--- config.mk ---
export PLATFORM = sky130hd
export DESIGN_NAME = cp2_divider
export DESIGN_NICKNAME = d
export VERILOG_FILES = /design/src/rtl/cp2_pkg.sv /design/src/rtl/div_core.sv /design/src/rtl/cp2_divider.sv
export SDC_FILE = /design/constraint.sdc
export NUM_CORES = 1
export LEC_CHECK = 0
export BUFFER_PORTS_ARGS = -buffer_cell sky130_fd_sc_hd__buf_2
export CAP_MARGIN = 20
export CORE_UTILIZATION = 60
export CTS_CLUSTER_SIZE = 25
export DETAILED_ROUTE_END_ITERATION = 16
export GPL_ROUTABILITY_DRIVEN = 0
export PLACE_DENSITY = 0.76
export REMOVE_ABC_BUFFERS = 1
export SLEW_MARGIN = 10
export SYNTH_ARGS = -nofsm -noshare
export SYNTH_HDL_FRONTEND = slang
export SYNTH_SLANG_ARGS = --single-unit
--- constraint.sdc ---
create_clock -name clk -period 3.9 [get_ports clk]
set_input_delay 0.39 -clock clk [delete_from_list [all_inputs] [get_ports clk]]
set_output_delay 0.39 -clock clk [all_outputs]
set_load 0.02 [all_outputs]
--- src/rtl/cp2_pkg.sv ---
// Shared definitions for the CP2 divider: register map, CTRL/STATUS bit positions, FSM states.
package cp2_pkg;

    localparam logic [4:0] CP2_DIVIDEND = 5'd0;
    localparam logic [4:0] CP2_DIVISOR  = 5'd1;
    localparam logic [4:0] CP2_CTRL     = 5'd2;
    localparam logic [4:0] CP2_STATUS   = 5'd3;
    localparam logic [4:0] CP2_QUOT     = 5'd4;
    localparam logic [4:0] CP2_REM      = 5'd5;

    localparam int CTRL_START  = 0;
    localparam int CTRL_SIGNED = 1;
    localparam int CTRL_IRQ_EN = 2;

    localparam int STAT_BUSY = 0;
    localparam int STAT_DONE = 1;
    localparam int STAT_DBZ  = 2;

    typedef enum logic [1:0] {
        IDLE = 2'd0,
        PREP = 2'd1,
        CALC = 2'd2,
        FIX  = 2'd3
    } state_e;

endpackage

--- src/rtl/div_core.sv ---
// Unsigned iterative restoring divider: one quotient bit per step, ITER steps after load.
module div_core #(
    parameter int WIDTH = 32,
    parameter int ITER  = 32
) (
    input  logic             clk,
    input  logic             rst,
    input  logic             load_i,
    input  logic             step_i,
    input  logic [WIDTH-1:0] dividend_i,
    input  logic [WIDTH-1:0] divisor_i,
    output logic [WIDTH-1:0] quotient_o,
    output logic [WIDTH-1:0] remainder_o,
    output logic             last_o
);

    localparam int CNT_W = $clog2(ITER);

    logic [WIDTH-1:0] rem_q, quo_q, dvs_q;
    logic [CNT_W-1:0] cnt_q;
    logic [WIDTH:0]   shifted, diff;
    logic             no_borrow;

    // The quotient register doubles as the dividend shifter: its MSB feeds the remainder.
    always_comb begin
        shifted   = {rem_q, quo_q[WIDTH-1]};
        diff      = shifted - {1'b0, dvs_q};
        no_borrow = ~diff[WIDTH];
    end

    always_ff @(posedge clk) begin
        if (rst) begin
            rem_q <= '0;
            quo_q <= '0;
            dvs_q <= '0;
            cnt_q <= '0;
        end else if (load_i) begin
            rem_q <= '0;
            quo_q <= dividend_i;
            dvs_q <= divisor_i;
            cnt_q <= '0;
        end else if (step_i) begin
            rem_q <= no_borrow ? diff[WIDTH-1:0] : shifted[WIDTH-1:0];
            quo_q <= {quo_q[WIDTH-2:0], no_borrow};
            cnt_q <= cnt_q + 1'b1;
        end
    end

    assign quotient_o  = quo_q;
    assign remainder_o = rem_q;
    assign last_o      = (cnt_q == CNT_W'(ITER - 1));

endmodule

--- src/rtl/cp2_divider.sv ---
// CP2 divide coprocessor: register bank, sign handling, sequencing FSM and completion interrupt
// around the unsigned div_core engine.
module cp2_divider
    import cp2_pkg::*;
#(
    parameter int WIDTH = 32,
    parameter int ITER  = 32
) (
    input  logic             clk,
    input  logic             rst,
    input  logic [WIDTH-1:0] data_in,
    input  logic [4:0]       addr,
    input  logic             write_en,
    output logic [WIDTH-1:0] data_out,
    output logic             interrupt
);

    state_e state_q, state_d;

    logic [WIDTH-1:0] dividend_q, dividend_d;
    logic [WIDTH-1:0] divisor_q,  divisor_d;
    logic [WIDTH-1:0] quot_q,     quot_d;
    logic [WIDTH-1:0] rem_q,      rem_d;
    logic             signed_q,   signed_d;
    logic             irq_en_q,   irq_en_d;
    logic             done_q,     done_d;
    logic             dbz_q,      dbz_d;
    logic             qneg_q,     qneg_d;
    logic             rneg_q,     rneg_d;
    logic             irq_q,      irq_d;

    logic             start_wr, div_zero, busy;
    logic             core_load, core_step, core_last;
    logic [WIDTH-1:0] core_quo, core_rem;

    function automatic logic [WIDTH-1:0] neg_if(input logic [WIDTH-1:0] v, input logic n);
        return n ? (~v + 1'b1) : v;
    endfunction

    assign start_wr = write_en && (addr == CP2_CTRL) && data_in[CTRL_START];
    assign div_zero = (divisor_q == '0);

    div_core #(.WIDTH(WIDTH), .ITER(ITER)) u_core (
        .clk         (clk),
        .rst         (rst),
        .load_i      (core_load),
        .step_i      (core_step),
        .dividend_i  (neg_if(dividend_q, signed_q & dividend_q[WIDTH-1])),
        .divisor_i   (neg_if(divisor_q,  signed_q & divisor_q[WIDTH-1])),
        .quotient_o  (core_quo),
        .remainder_o (core_rem),
        .last_o      (core_last)
    );

    always_ff @(posedge clk) begin
        if (rst) state_q <= IDLE;
        else     state_q <= state_d;
    end

    always_comb begin
        state_d = state_q;
        case (state_q)
            IDLE:    if (start_wr) state_d = PREP;
            PREP:    state_d = div_zero ? IDLE : CALC;
            CALC:    if (core_last) state_d = FIX;
            FIX:     state_d = IDLE;
            default: state_d = IDLE;
        endcase
    end

    always_comb begin
        core_load = (state_q == PREP);
        core_step = (state_q == CALC);
        busy      = (state_q != IDLE);
    end

    // Later assignments take priority, so a completion on the same edge as a W1C leaves done set.
    always_comb begin
        dividend_d = dividend_q;
        divisor_d  = divisor_q;
        quot_d     = quot_q;
        rem_d      = rem_q;
        signed_d   = signed_q;
        irq_en_d   = irq_en_q;
        done_d     = done_q;
        dbz_d      = dbz_q;
        qneg_d     = qneg_q;
        rneg_d     = rneg_q;

        if (write_en && addr == CP2_DIVIDEND) dividend_d = data_in;
        if (write_en && addr == CP2_DIVISOR)  divisor_d  = data_in;
        if (write_en && addr == CP2_STATUS && data_in[STAT_DONE]) done_d = 1'b0;

        if (write_en && addr == CP2_CTRL && state_q == IDLE) begin
            signed_d = data_in[CTRL_SIGNED];
            irq_en_d = data_in[CTRL_IRQ_EN];
            if (data_in[CTRL_START]) begin
                done_d = 1'b0;
                dbz_d  = 1'b0;
            end
        end

        if (state_q == PREP) begin
            qneg_d = signed_q & (dividend_q[WIDTH-1] ^ divisor_q[WIDTH-1]);
            rneg_d = signed_q & dividend_q[WIDTH-1];
            if (div_zero) begin
                quot_d = '1;
                rem_d  = dividend_q;
                dbz_d  = 1'b1;
                done_d = 1'b1;
            end
        end

        if (state_q == FIX) begin
            quot_d = neg_if(core_quo, qneg_q);
            rem_d  = neg_if(core_rem, rneg_q);
            done_d = 1'b1;
        end

        irq_d = done_d & irq_en_d;
    end

    always_ff @(posedge clk) begin
        if (rst) begin
            dividend_q <= '0;
            divisor_q  <= '0;
            quot_q     <= '0;
            rem_q      <= '0;
            signed_q   <= 1'b0;
            irq_en_q   <= 1'b0;
            done_q     <= 1'b0;
            dbz_q      <= 1'b0;
            qneg_q     <= 1'b0;
            rneg_q     <= 1'b0;
            irq_q      <= 1'b0;
        end else begin
            dividend_q <= dividend_d;
            divisor_q  <= divisor_d;
            quot_q     <= quot_d;
            rem_q      <= rem_d;
            signed_q   <= signed_d;
            irq_en_q   <= irq_en_d;
            done_q     <= done_d;
            dbz_q      <= dbz_d;
            qneg_q     <= qneg_d;
            rneg_q     <= rneg_d;
            irq_q      <= irq_d;
        end
    end

    always_comb begin
        data_out = '0;
        case (addr)
            CP2_DIVIDEND: data_out = dividend_q;
            CP2_DIVISOR:  data_out = divisor_q;
            CP2_CTRL:     data_out = {{(WIDTH-3){1'b0}}, irq_en_q, signed_q, 1'b0};
            CP2_STATUS:   data_out = {{(WIDTH-3){1'b0}}, dbz_q, done_q, busy};
            CP2_QUOT:     data_out = quot_q;
            CP2_REM:      data_out = rem_q;
            default:      data_out = '0;
        endcase
    end

    assign interrupt = irq_q;

endmodule

=== Word level (Yosys, flattened, before mapping) ===
Cells that the tools add are included.

* $add $sub $neg: 6
* Equality and inequality tests: 11
* Muxes and demuxes: 29
* Bitwise operators: 10
* Reductions and logical operators: 17

{| class="wikitable"
|+ Operators by type and width
! cell !! number
|-
| two-way mux 32 bit || 13
|-
| one-hot mux 32 bit (6 select lines) || 1
|-
| adder 32 x 1 -> 32 bit (second input constant) || 4
|-
| NOT 32 bit || 4
|-
| subtractor 33 x 32 -> 33 bit || 1
|-
| zero test 32 bit || 1
|-
| two-way mux 1 bit || 11
|-
| == test 5 x 2 -> 1 bit (second input constant) || 2
|-
| == test 5 x 3 -> 1 bit (second input constant) || 2
|-
| one-hot mux 2 bit (4 select lines) || 1
|-
| nonzero test 2 bit || 4
|-
| logical AND 1 bit || 7
|-
| two-way mux 2 bit || 3
|-
| adder 5 x 1 -> 5 bit (second input constant) || 1
|-
| == test 5 x 1 -> 1 bit (second input constant) || 1
|-
| == test 5 bit (second input constant) || 1
|-
| zero test 5 bit || 1
|-
| bitwise AND 1 bit || 4
|-
| == test 2 bit (second input constant) || 2
|-
| AND reduction 2 bit || 2
|-
| == test 2 x 1 -> 1 bit (second input constant) || 1
|-
| zero test 2 bit || 1
|-
| != test 2 x 1 -> 1 bit (second input constant) || 1
|-
| != test 2 bit (second input constant) || 1
|-
| 3 further kinds || 3
|}

* Flip-flop bits (word level): 238
* Input port bits: 40
* Word-level logic and storage cells: 89

=== Depth between registers and ports, before layout ===
Gate-level depths: netlist (run 1).

* Word-level depth: 10
* Gate-level depth with buffers: 14

=== Cells and area by module ===
A second synthesis (run 1) with hierarchy kept.

* Cells, all modules: 1857
* Area, all modules: 14904.3 um^2

{| class="wikitable"
|+ Modules (own cells, without submodules)
! module !! instances !! cells an instance !! area an instance (um^2) !! sequential area each (um^2)
|-
| cp2_divider || 1 || 1116 || 8807.2 || 2742.6
|-
| div_core || 1 || 741 || 6097.1 || 2021.9
|}

=== Worst setup path after synthesis (run 1) ===
Ideal clock, no wire load.

* Kind: register -> register
* Start: reg u_core.quo_q[31], in the netlist u_core.quotient_o[31]
* End: reg u_core.rem_q[19], in the netlist u_core.remainder_o[19]
* Data arrival time: 3.170 ns
* Data required time: 3.778 ns
* Path slack: 0.608 ns
* Cell stages (with the launch flop): 15
* Buffers on the path: 1
* Path through: dfxtp_1 > inv_1 > ha_1 > fa_1 > nand2b_1 > a21oi_1 > o211ai_1 > a211oi_1 > o211ai_1 > a21oi_1 > a31oi_1 > xnor2_2 > buf_2 > nor2_1 > a311o_1

* Cells in the longest elaborated chain, start to end: 2

{| class="wikitable"
|+ RTL lines
! element !! RTL line !! RTL
|-
| from (decl) || div_core.sv:19 || <nowiki>logic [WIDTH-1:0] rem_q, quo_q, dvs_q;</nowiki>
|-
| from (signal assigned) || div_core.sv:39 || <nowiki>quo_q <= dividend_i;</nowiki>
|-
| from (signal assigned) || div_core.sv:44 || <nowiki>quo_q <= {quo_q[WIDTH-2:0], no_borrow};</nowiki>
|-
| subtractor 33 x 32 -> 33 bit || div_core.sv:27 || <nowiki>diff = shifted - {1'b0, dvs_q};</nowiki>
|-
| two-way mux 32 bit || div_core.sv:43 || <nowiki>rem_q <= no_borrow ? diff[WIDTH-1:0] : shifted[WIDTH-1:0];</nowiki>
|-
| to (signal assigned) || div_core.sv:43 ||
|-
| to (decl) || div_core.sv:19 ||
|}

No other way between the ends.
A chain may end at the register's enable or synchronous reset.

=== Worst setup path after layout (run 1) ===
* Start: reg u_core.quo_q[31], in the netlist u_core.quotient_o[31]
* End: reg u_core.rem_q[0], in the netlist u_core.remainder_o[0]

* Cells in the longest elaborated chain, start to end: 2

{| class="wikitable"
|+ RTL lines
! element !! RTL line
|-
| subtractor 33 x 32 -> 33 bit || div_core.sv:27
|-
| two-way mux 32 bit * || div_core.sv:43
|}

Mark *: on every way between the ends. The rest lies on a longest branch, timed or not.

==> results of run 1 <==
## kinds of logic (layout without fill, tap and decap cells)
logic type | Yosys count | count (layout) | share of synthesized area, %
buffers and inverters | 185 | 198 | 4.890
xor gates and xnor gates | 149 | 149 | 9.144
and+or+nand+nor | 549 | 549 | 17.51
adders and majority gates | 43 | 43 | 3.801
DFF | 238 | 238 | 33.19
AOI/OAI and AO/OA | 504 | 504 | 22.23
muxes | 132 | 132 | 9.231
## synth_stat cells (all sizes together) (2+ instances only)
master  number
nand2b      11
o21ai       76
nand4        8
mux2         3
inv         51
a21oi      174
o21bai       4
xnor2       57
and3b        2
nor2b        8
o22ai       29
or3         16
o41ai       16
xor2        92
clkbuf     120
nand3b       2
ha          42
o31ai       26
and2        34
and3         8
nor2       156
o211ai       3
buf         14
or4         13
nor3        50
a222oi       3
o21a         3
nor3b        3
nand2      201
and4b        2
a21boi       3
nor4b        2
a311oi       7
nand3       19
dfxtp      238
a31oi        8
mux2i      129
a21o        15
nor4        12
a211oi     127
## sequential cells by signal, indices dropped and copies added, names as in the netlist, 5 cells and up, named ones only
name,cells
dividend_q,32
u_core.quotient_o,32
divisor_q,32
quot_q,32
u_core.cnt_q,5
u_core.remainder_o,32
u_core.dvs_q,32
rem_q,32
## through the flow
| stage | setup WS (ns) | area [um2] |
|---|---|---|
| after floorplan | -1.286 | 13840 |
| after global placement | 0.4069 | 14920 |
| after detailed placement | 0.2612 | 14920 |
| after CTS | 0.2205 | 15870 |
| after global routing | -0.01022 | 15900 |
| final | 0.2311 | 15900 |
## path summary, 6_finish.rpt
check,startpoint,endpoint,slack [ns],cells past startpoint
max,u_core.quotient_o[31]$_SDFFE_PP0P_,u_core.remainder_o[0]$_SDFFE_PP0P_,0.23,14
min,data_in[18],dividend_q[18]$_SDFFE_PP0P_,0.09,3
max reg2reg,u_core.quotient_o[31]$_SDFFE_PP0P_,u_core.remainder_o[0]$_SDFFE_PP0P_,0.23,14
min reg2reg,dbz_q$_SDFF_PP0_,dbz_q$_SDFF_PP0_,0.47,2
## what timing repair did
action                                  in CTS  in global routing
setup buffers                                0                  0
resized for setup                            0                  2
endpoints found under the setup margin       0                 23
## layout make-up
cell class,instances,share of cell area (%)
tap,319,2.511
timing repair buffer,99,4.038
clock inverter,9,0.9839
clock buffer,39,5.030
inverter,51,1.204
multi-input combinational,1377,56.26
sequential,238,29.97
## metal layers
layer	global-route usage, %	wire length [um]	up-vias
met5	0	0	-
li1	-	-	6417
met1	47.74	18660	6200
met2	52.23	18150	539
met4	11.58	1301	0
met3	5.317	3289	81
## critical path, stage by stage (launching register included)
cell and delay (ns):
dfxtp_1 0.33, inv_1 0.08, ha_1 0.23, fa_1 0.42
nand2b_1 0.19, a21oi_1 0.23, o211ai_1 0.19, a211oi_2 0.31
o211ai_1 0.23, a21oi_2 0.22, a31oi_1 0.20, xnor2_4 0.22
buf_12 0.24, mux2_2 0.36, o21ai_1 0.11
## cells in the final DEF, fill, tap and decap left out, types with 50 or more instances in the layout
cell      instances
nor2_1          156
mux2i_1         129
dfxtp_1         238
a211oi_1        125
o21ai_0          60
nand2_1         201
a21oi_1         173
xor2_1           92
nor3_1           50
buf_2            70
xnor2_1          56
inv_1            50
## report_power, final
group,total (mW),switching [mW],internal (mW)
clock network,2.69,1.02,1.68
logic,2.04,1.18,0.865
registers,2.59,0.0713,2.52
total,7.33,2.26,5.06
==> flow_summary.json, run 1 <==
{
  "status": "finished, final reports clean",
  "core_area_mm2": 0.02347,
  "synth_edf_count": 0,
  "wl_per_cell_um": 19.42,
  "die_area_mm2": 0.02455,
  "drc": 0,
  "critPathKind": "reg -> reg",
  "final_util_pct": 67.72,
  "grtUsageTotal_pct": 33.84,
  "synth_top_cell_by_area": "dfxtp_1",
  "synth-warning-count": 0,
  "gr-total-overflow": 0,
  "drt_wl_total_um": 41400,
  "skew_ns": 0.02297,
  "ant_nets": 0,
  "area_growth_pct": 10.75,
  "syn_inst": 1800,
  "grt_pass1_wl_um": 65810,
  "yosys.cell_types.count": 62,
  "clock-sinks": 238,
  "period_share_pct": 94.08,
  "num-nets-final": 1876,
  "slew_headroom_pct": 24.36,
  "cp-start-kind": "flip-flop",
  "firstDrtPassIters": 8,
  "synthTopCellsByArea": "dfxtp_1 33%, mux2i_1 9.0%, a211oi_1 6.6%, a21oi_1 6.1%, xor2_1 5.6%",
  "dp_hpwl_um": 28360,
  "layout.cells.non_filler": 2132,
  "synth_seq_cells": 238,
  "drtIter0Drc": 1264,
  "drv_slew": 0,
  "p_total_mw": 7.328,
  "p_leak_nw": 5.997,
  "num_rows": 56,
  "power.density_mw_per_mm2": 461.0,
  "numCtsBuffers": 26,
  "start_util_pct": 61.15,
  "synthArstFlopShare_pct": 0,
  "io_pins": 73,
  "hold_class": "in -> reg",
  "dpl.cell_count": 2083,
  "fill_cells": 2009,
  "crit_required_ns": 4.36,
  "synthFlopType": "dfxtp_1",
  "yosysTopAreaCellShare_pct": 33.19,
  "die_w_um": 156.7,
  "crit_arrival_ns": 4.13,
  "seqCellArea_mm2": 0.004765,
  "critPathCaptureType": "flip-flop",
  "htree_num_levels": 1,
  "layout-drive-gt1-share_pct": 8.991,
  "cts_tree": "built",
  "cap_violations": 0,
  "period_needed_ns": 3.669,
  "hold_viol": 0,
  "postSynthAreaPerCell_um2": 7.974,
  "ir_drop_uv": 464.6,
  "fmax_mhz": 272.6,
  "io_buffer_count": 72,
  "crit_fanout": 30,
  "tightest_slew_ns": 1.133,
  "cts_root_buf": "clkbuf_16",
  "setup_tns_ns": 0,
  "clk_path_buf_depth": 3,
  "grt_max_degree": 118,
  "clk_latency_ns": 0.55,
  "clk_pin_slew_ns": 0.06,
  "dieHeight_um": 156.7,
  "vias": 13237,
  "setup_viol": 0,
  "whs_ns": 0.08543,
  "grt_pass1_vias": 12315,
  "cts_hold_buf": 0,
  "via_per_inst": 6.209,
  "synth_area_mm2": 0.01435,
  "synth-seq-area-share_pct": 33.19,
  "antenna_found_initial": 0,
  "multiInputGateArea_mm2": 0.008944,
  "antenna_cells": 0
}
Note: power is estimated with default switching activity, not from simulation.
==> inputs of run 2 (changes only) <==
--- a/config.mk
+++ b/config.mk
@@ -7,11 +7,13 @@
 export LEC_CHECK = 0
 export BUFFER_PORTS_ARGS = -buffer_cell sky130_fd_sc_hd__buf_2
 export CAP_MARGIN = 20
-export CORE_UTILIZATION = 60
+export CELL_PAD_IN_SITES_DETAIL_PLACEMENT = 0
+export CELL_PAD_IN_SITES_GLOBAL_PLACEMENT = 1
+export CORE_UTILIZATION = 47
 export CTS_CLUSTER_SIZE = 25
 export DETAILED_ROUTE_END_ITERATION = 16
 export GPL_ROUTABILITY_DRIVEN = 0
-export PLACE_DENSITY = 0.76
+export PLACE_DENSITY = 0.79
 export REMOVE_ABC_BUFFERS = 1
 export SLEW_MARGIN = 10
 export SYNTH_ARGS = -nofsm -noshare
==> flow_summary.json, run 2 (synthesis gave the netlist of run 1 again) <==
{
  "hold_class": "in -> reg",
  "die_area_mm2": 0.03124,
  "hold_viol": 0,
  "clock-sinks": 238,
  "critPathKind": "reg -> reg",
  "start_util_pct": 48.05,
  "cts_root_buf": "clkbuf_16",
  "drv_slew": 0,
  "cts_setup_buffers": 0,
  "clk_path_buf_depth": 3,
  "cts_tree": "built",
  "grtUsageTotal_pct": 27.03,
  "final_common_cell": "dfxtp_1",
  "rsz0062_at_grt": "false",
  "status": "finished, final reports clean",
  "cp-start-kind": "flip-flop",
  "grt_pass1_vias": 11866,
  "clk_pin_slew_ns": 0.06,
  "setup_ws_ns": 0.2449,
  "power.density_mw_per_mm2": 465.7,
  "dpl.cell_count": 2159,
  "ant_nets": 0,
  "p_leak_nw": 6.030,
  "layout.cells.non_filler": 2211,
  "gr-total-overflow": 0,
  "clk_latency_ns": 0.55,
  "core_area_mm2": 0.02987,
  "place_ws_ns": 0.1589,
  "io_pins": 73,
  "r2r_slack_ns": 0.24,
  "numCtsBuffers": 29,
  "layout-drive-gt1-share_pct": 9.281,
  "antenna_cells": 0,
  "drc": 0,
  "ir_drop_uv": 486.2,
  "area_growth_pct": 11.63,
  "antenna_found_initial": 0,
  "cts_hold_buf": 0,
  "setup_viol": 0,
  "period_share_pct": 93.72,
  "cap_violations": 0,
  "io_buffer_count": 72,
  "p_total_mw": 7.462,
  "num_rows": 63,
  "grt_max_degree": 154,
  "layout_common_cells": "238 x dfxtp_1, 201 x nand2_1, 174 x a21oi_1",
  "grt_pass1_wl_um": 66760,
  "period_needed_ns": 3.655,
  "htree_num_levels": 1,
  "slew_headroom_pct": 28.25,
  "crit_arrival_ns": 4.05,
  "dp_hpwl_um": 29560,
  "fmax_mhz": 273.6,
  "drtIter0Drc": 1091,
  "vias": 13079,
  "firstDrtPassIters": 7,
  "via_per_inst": 5.915,
  "crit_required_ns": 4.30,
  "wl_per_cell_um": 19.52,
  "num-nets-final": 1883,
  "drt_wl_total_um": 43160,
  "critPathCaptureType": "flip-flop",
  "skew_ns": 0.01233,
  "dieHeight_um": 176.8,
  "tightest_slew_ns": 1.076,
  "crit_fanout": 19,
  "die_w_um": 176.8
}
run 2: changes by cell type in the layout (fill, tap and decap cells not counted):
| cell | previous run | this run |
|---|---|---|
| buf_8 | 1 | 0 |
| clkinv_4 | 0 | 1 |
| bufinv_16 | 4 | 3 |
| a21oi_1 | 173 | 174 |
| clkbuf_8 | 10 | 8 |
| a21oi_2 | 1 | 0 |
| clkinv_8 | 1 | 0 |
| buf_12 | 5 | 4 |
| buf_4 | 22 | 28 |
| clkbuf_16 | 26 | 29 |
| clkinvlp_4 | 0 | 1 |
| clkinv_2 | 4 | 6 |
| clkbuf_1 | 3 | 4 |
run 2: metal layers:
layer  GRT usage [%]  vias to the layer above  wire length [um]
met5               0                        -                 0
met4           5.927                        0               786
met3           2.835                       51              2108
met2           41.05                      333             18700
met1           40.73                     6263             21560
li1                -                     6432                 -
run 2: report_power, final:
group          internal, mW  switching [mW]  leakage [nW]
clock network          1.70            1.10         0.490
registers              2.52          0.0689          1.92
logic                 0.907            1.16          3.62
run 2: timing repair:
item / 4_1_cts / 5_1_grt
gates resized for setup: 0 / 1
setup endpoints to repair: 0 / 9
hold endpoints to repair: 0 / 0
run 2: worst max-delay path, stage by stage (launching register included):
cell and delay (ns):
dfxtp_1 0.32, inv_1 0.09, ha_1 0.24, fa_1 0.43, nand2b_1 0.19, a21oi_1 0.21
o211ai_1 0.17, a211oi_2 0.29, o211ai_1 0.19, a21oi_1 0.22, a31oi_1 0.21, xnor2_4 0.31
buf_12 0.23, buf_12 0.14, mux2i_1 0.18, a21oi_1 0.08
run 2: per-stage QoR:
| step | setup TNS (ns) | hold WS (ns) | cell area [um2] | util [%] |
|---|---|---|---|---|
| 3_3_place_gp | 0 | 0.4468 | 15030 | 50.31 |
| 5_1_grt | 0 | 0.07858 | 16020 | 53.63 |
| 4_1_cts | 0 | 0.07385 | 16020 | 53.62 |
| 3_5_place_dp | 0 | 0.4631 | 15030 | 50.31 |
| 6_report | 0 | 0.08731 | 16020 | 53.63 |
| 2_1_floorplan | -73.40 | 0.4268 | 13840 | - |
run 2: path summary, 6_finish.rpt:
path,startpoint,to,depth (start not counted)
worst max-delay path,u_core.quotient_o[31]$_SDFFE_PP0P_,u_core.remainder_o[3]$_SDFFE_PP0P_,15
worst max register to register,u_core.quotient_o[31]$_SDFFE_PP0P_,u_core.remainder_o[3]$_SDFFE_PP0P_,15
worst min register to register,dbz_q$_SDFF_PP0_,dbz_q$_SDFF_PP0_,2
worst min-delay path,data_in[23],dividend_q[23]$_SDFFE_PP0P_,3
run 2: layout make-up:
cell class / count / area, um2
inverters: 51 / 191.4
fillers: 2907 / 13850
well taps: 390 / 488.0
multi-input cells: 1377 / 8940
clock inverters: 11 / 136.4
repair buffers: 103 / 651.9
flip-flops and latches: 238 / 4765
clock buffers: 41 / 850.8
==> inputs of run 3 (changes only) <==
--- a/config.mk
+++ b/config.mk
@@ -9,11 +9,13 @@
 export CAP_MARGIN = 20
 export CELL_PAD_IN_SITES_DETAIL_PLACEMENT = 0
 export CELL_PAD_IN_SITES_GLOBAL_PLACEMENT = 1
-export CORE_UTILIZATION = 47
+export CORE_UTILIZATION = 48
+export CTS_BUF_LIST = sky130_fd_sc_hd__clkbuf_4 sky130_fd_sc_hd__clkbuf_8
+export CTS_CLUSTER_DIAMETER = 60
 export CTS_CLUSTER_SIZE = 25
 export DETAILED_ROUTE_END_ITERATION = 16
 export GPL_ROUTABILITY_DRIVEN = 0
-export PLACE_DENSITY = 0.79
+export PLACE_DENSITY = 0.91
 export REMOVE_ABC_BUFFERS = 1
 export SLEW_MARGIN = 10
 export SYNTH_ARGS = -nofsm -noshare
==> flow_summary.json, run 3 (synthesis gave the netlist of run 1 again) <==
{
  "path_cells": "inv_1, ha_1, fa_1, nand2b_1, a21oi_1, o211ai_1, a211oi_2, o211ai_1, a21oi_2, a31oi_1, xnor2_4, buf_12, buf_4, nor3b_1, a311o_1",
  "fmax_mhz": 271.3,
  "antenna_found_initial": 0,
  "cts_root_buf": "clkbuf_8",
  "slew_headroom_pct": 25.02,
  "critPathCaptureType": "flip-flop",
  "hp-start": "data_in[6]",
  "r2r_slack_ns": 0.21,
  "cp-start-kind": "flip-flop",
  "p_total_mw": 6.688,
  "layout.cells.non_filler": 2202,
  "tightest_slew_ns": 1.114,
  "slowest_delay_ns": 0.42,
  "p_leak_nw": 5.865,
  "num_rows": 62,
  "wl_per_cell_um": 18.98,
  "startpoint": "u_core.quotient_o[31]$_SDFFE_PP0P_",
  "crit_family": "compound AO/OA/AOI/OAI gates",
  "io_buffer_count": 72,
  "final_common_cell": "dfxtp_1",
  "skew_ns": 0.04675,
  "setup_viol": 0,
  "rr_endpoint": "u_core.remainder_o[19]$_SDFFE_PP0P_",
  "crit_fanout": 10,
  "crit_buf_inv": 3,
  "worst_r2r_startpoint": "u_core.quotient_o[31]$_SDFFE_PP0P_",
  "grt_pass1_vias": 12176,
  "dp_hpwl_um": 28900,
  "drtIter0Drc": 1252,
  "status": "finished, final reports clean",
  "cp_common_cell": "o211ai_1",
  "crit_required_ns": 4.36,
  "cts_tree": "built",
  "antenna_cells": 0,
  "grt_max_degree": 174,
  "clk_path_buf_depth": 3,
  "power.density_mw_per_mm2": 426.6,
  "clock-sinks": 238,
  "hold_class": "in -> reg",
  "ant_nets": 0,
  "htree_num_levels": 1,
  "drt_wl_total_um": 41790,
  "cp_slowest_cell": "fa_1",
  "start_util_pct": 49.34,
  "layout-drive-gt1-share_pct": 9.406,
  "dpl.cell_count": 2152,
  "num-nets-final": 1883,
  "vias": 13305,
  "hold_viol": 0,
  "firstDrtPassIters": 5,
  "drc": 0,
  "crit_arrival_ns": 4.14,
  "rr_worst_depth": 15,
  "cap_violations": 0,
  "cts_hold_buf": 0,
  "area_growth_pct": 9.222,
  "ir_drop_uv": 324.2,
  "setup_tns_ns": 0,
  "die_area_mm2": 0.03060,
  "layout_common_cells": "238 x dfxtp_1, 201 x nand2_1, 173 x a21oi_1",
  "io_pins": 73,
  "crit_end": "u_core.remainder_o[19]$_SDFFE_PP0P_",
  "via_per_inst": 6.042,
  "clk_pin_slew_ns": 0.12,
  "dieHeight_um": 174.9,
  "grtUsageTotal_pct": 26.91,
  "clk_latency_ns": 0.59,
  "gr-total-overflow": 0,
  "die_w_um": 174.9,
  "grt_pass1_wl_um": 66850,
  "crit_cells": 15,
  "numCtsBuffers": 25,
  "core_area_mm2": 0.02909,
  "period_share_pct": 94.52,
  "critPathKind": "reg -> reg",
  "drv_slew": 0,
  "rsz0062_at_grt": "false",
  "period_needed_ns": 3.686
}
[run 3: cell count changes in the layout (fill, tap and decap cells not counted), sizes merged]
cell and change:
clkbuf -15, inv +8, buf +4, bufinv -2, clkinv +2
[run 3: metal layers]
metal	vias up	GRT usage [%]	share of wire [%]
li1	6430	-	-
met1	6410	39.76	47
met2	416	41.88	44
met3	49	2.807	6.4
met4	0	6.051	1.8
met5	-	0	0
[run 3: worst min-delay path, delay by kind of cell]
kind | cells | cell delay (ns)
buffers and inverters | 1 | 0.11
and+or+nand+nor | 1 | 0.05
AOI/OAI and AO/OA | 1 | 0.05
[run 3: area by class of cell]
| class | instances | area (um2) |
|---|---|---|
| multi-input cells | 1377 | 8944 |
| clock buffers | 26 | 357.8 |
| repair buffers | 107 | 681.9 |
| fillers | 2756 | 13410 |
| well taps | 384 | 480.5 |
| clock inverters | 19 | 257.7 |
| flip-flops and latches | 238 | 4765 |
| inverters | 51 | 191.4 |
[run 3: worst min-delay path by stage]
stage                            endpoint  slack [ns]  cells after the start
3_5_place_dp             dbz_q$_SDFF_PP0_        0.45                      2
5_1_grt        divisor_q[18]$_SDFFE_PP0P_        0.03                      3
3_3_place_gp             dbz_q$_SDFF_PP0_        0.44                      2
6_report        divisor_q[6]$_SDFFE_PP0P_        0.03                      3
2_1_floorplan            dbz_q$_SDFF_PP0_        0.43                      2
4_1_cts         divisor_q[4]$_SDFFE_PP0P_       0.007                      3
[run 3: repair_timing]
item                       4_1_cts  5_1_grt
hold endpoints to repair         0        0
buffers inserted                 5        0
resized for setup                0        2
setup endpoints to repair       16       27
pin swaps                        1        0
[run 3: through the flow]
stage	cell area, um2	setup slack, ns	hold WS [ns]	utilization, %
5_1_grt	15680	0.02131	0.03055	53.89
3_3_place_gp	15000	0.01487	0.4397	51.57
4_1_cts	15670	0.1413	0.006869	53.86
6_report	15680	0.2138	0.03228	53.89
2_1_floorplan	13840	-1.286	0.4268	-
3_5_place_dp	15000	0.01367	0.4525	51.57
[run 3: power breakdown]
part	switching, mW	internal, mW	total [mW]
Combinational	1.20	0.972	2.17
Clock	1.14	0.794	1.93
Sequential	0.0685	2.52	2.59
Total	2.40	4.28	6.69
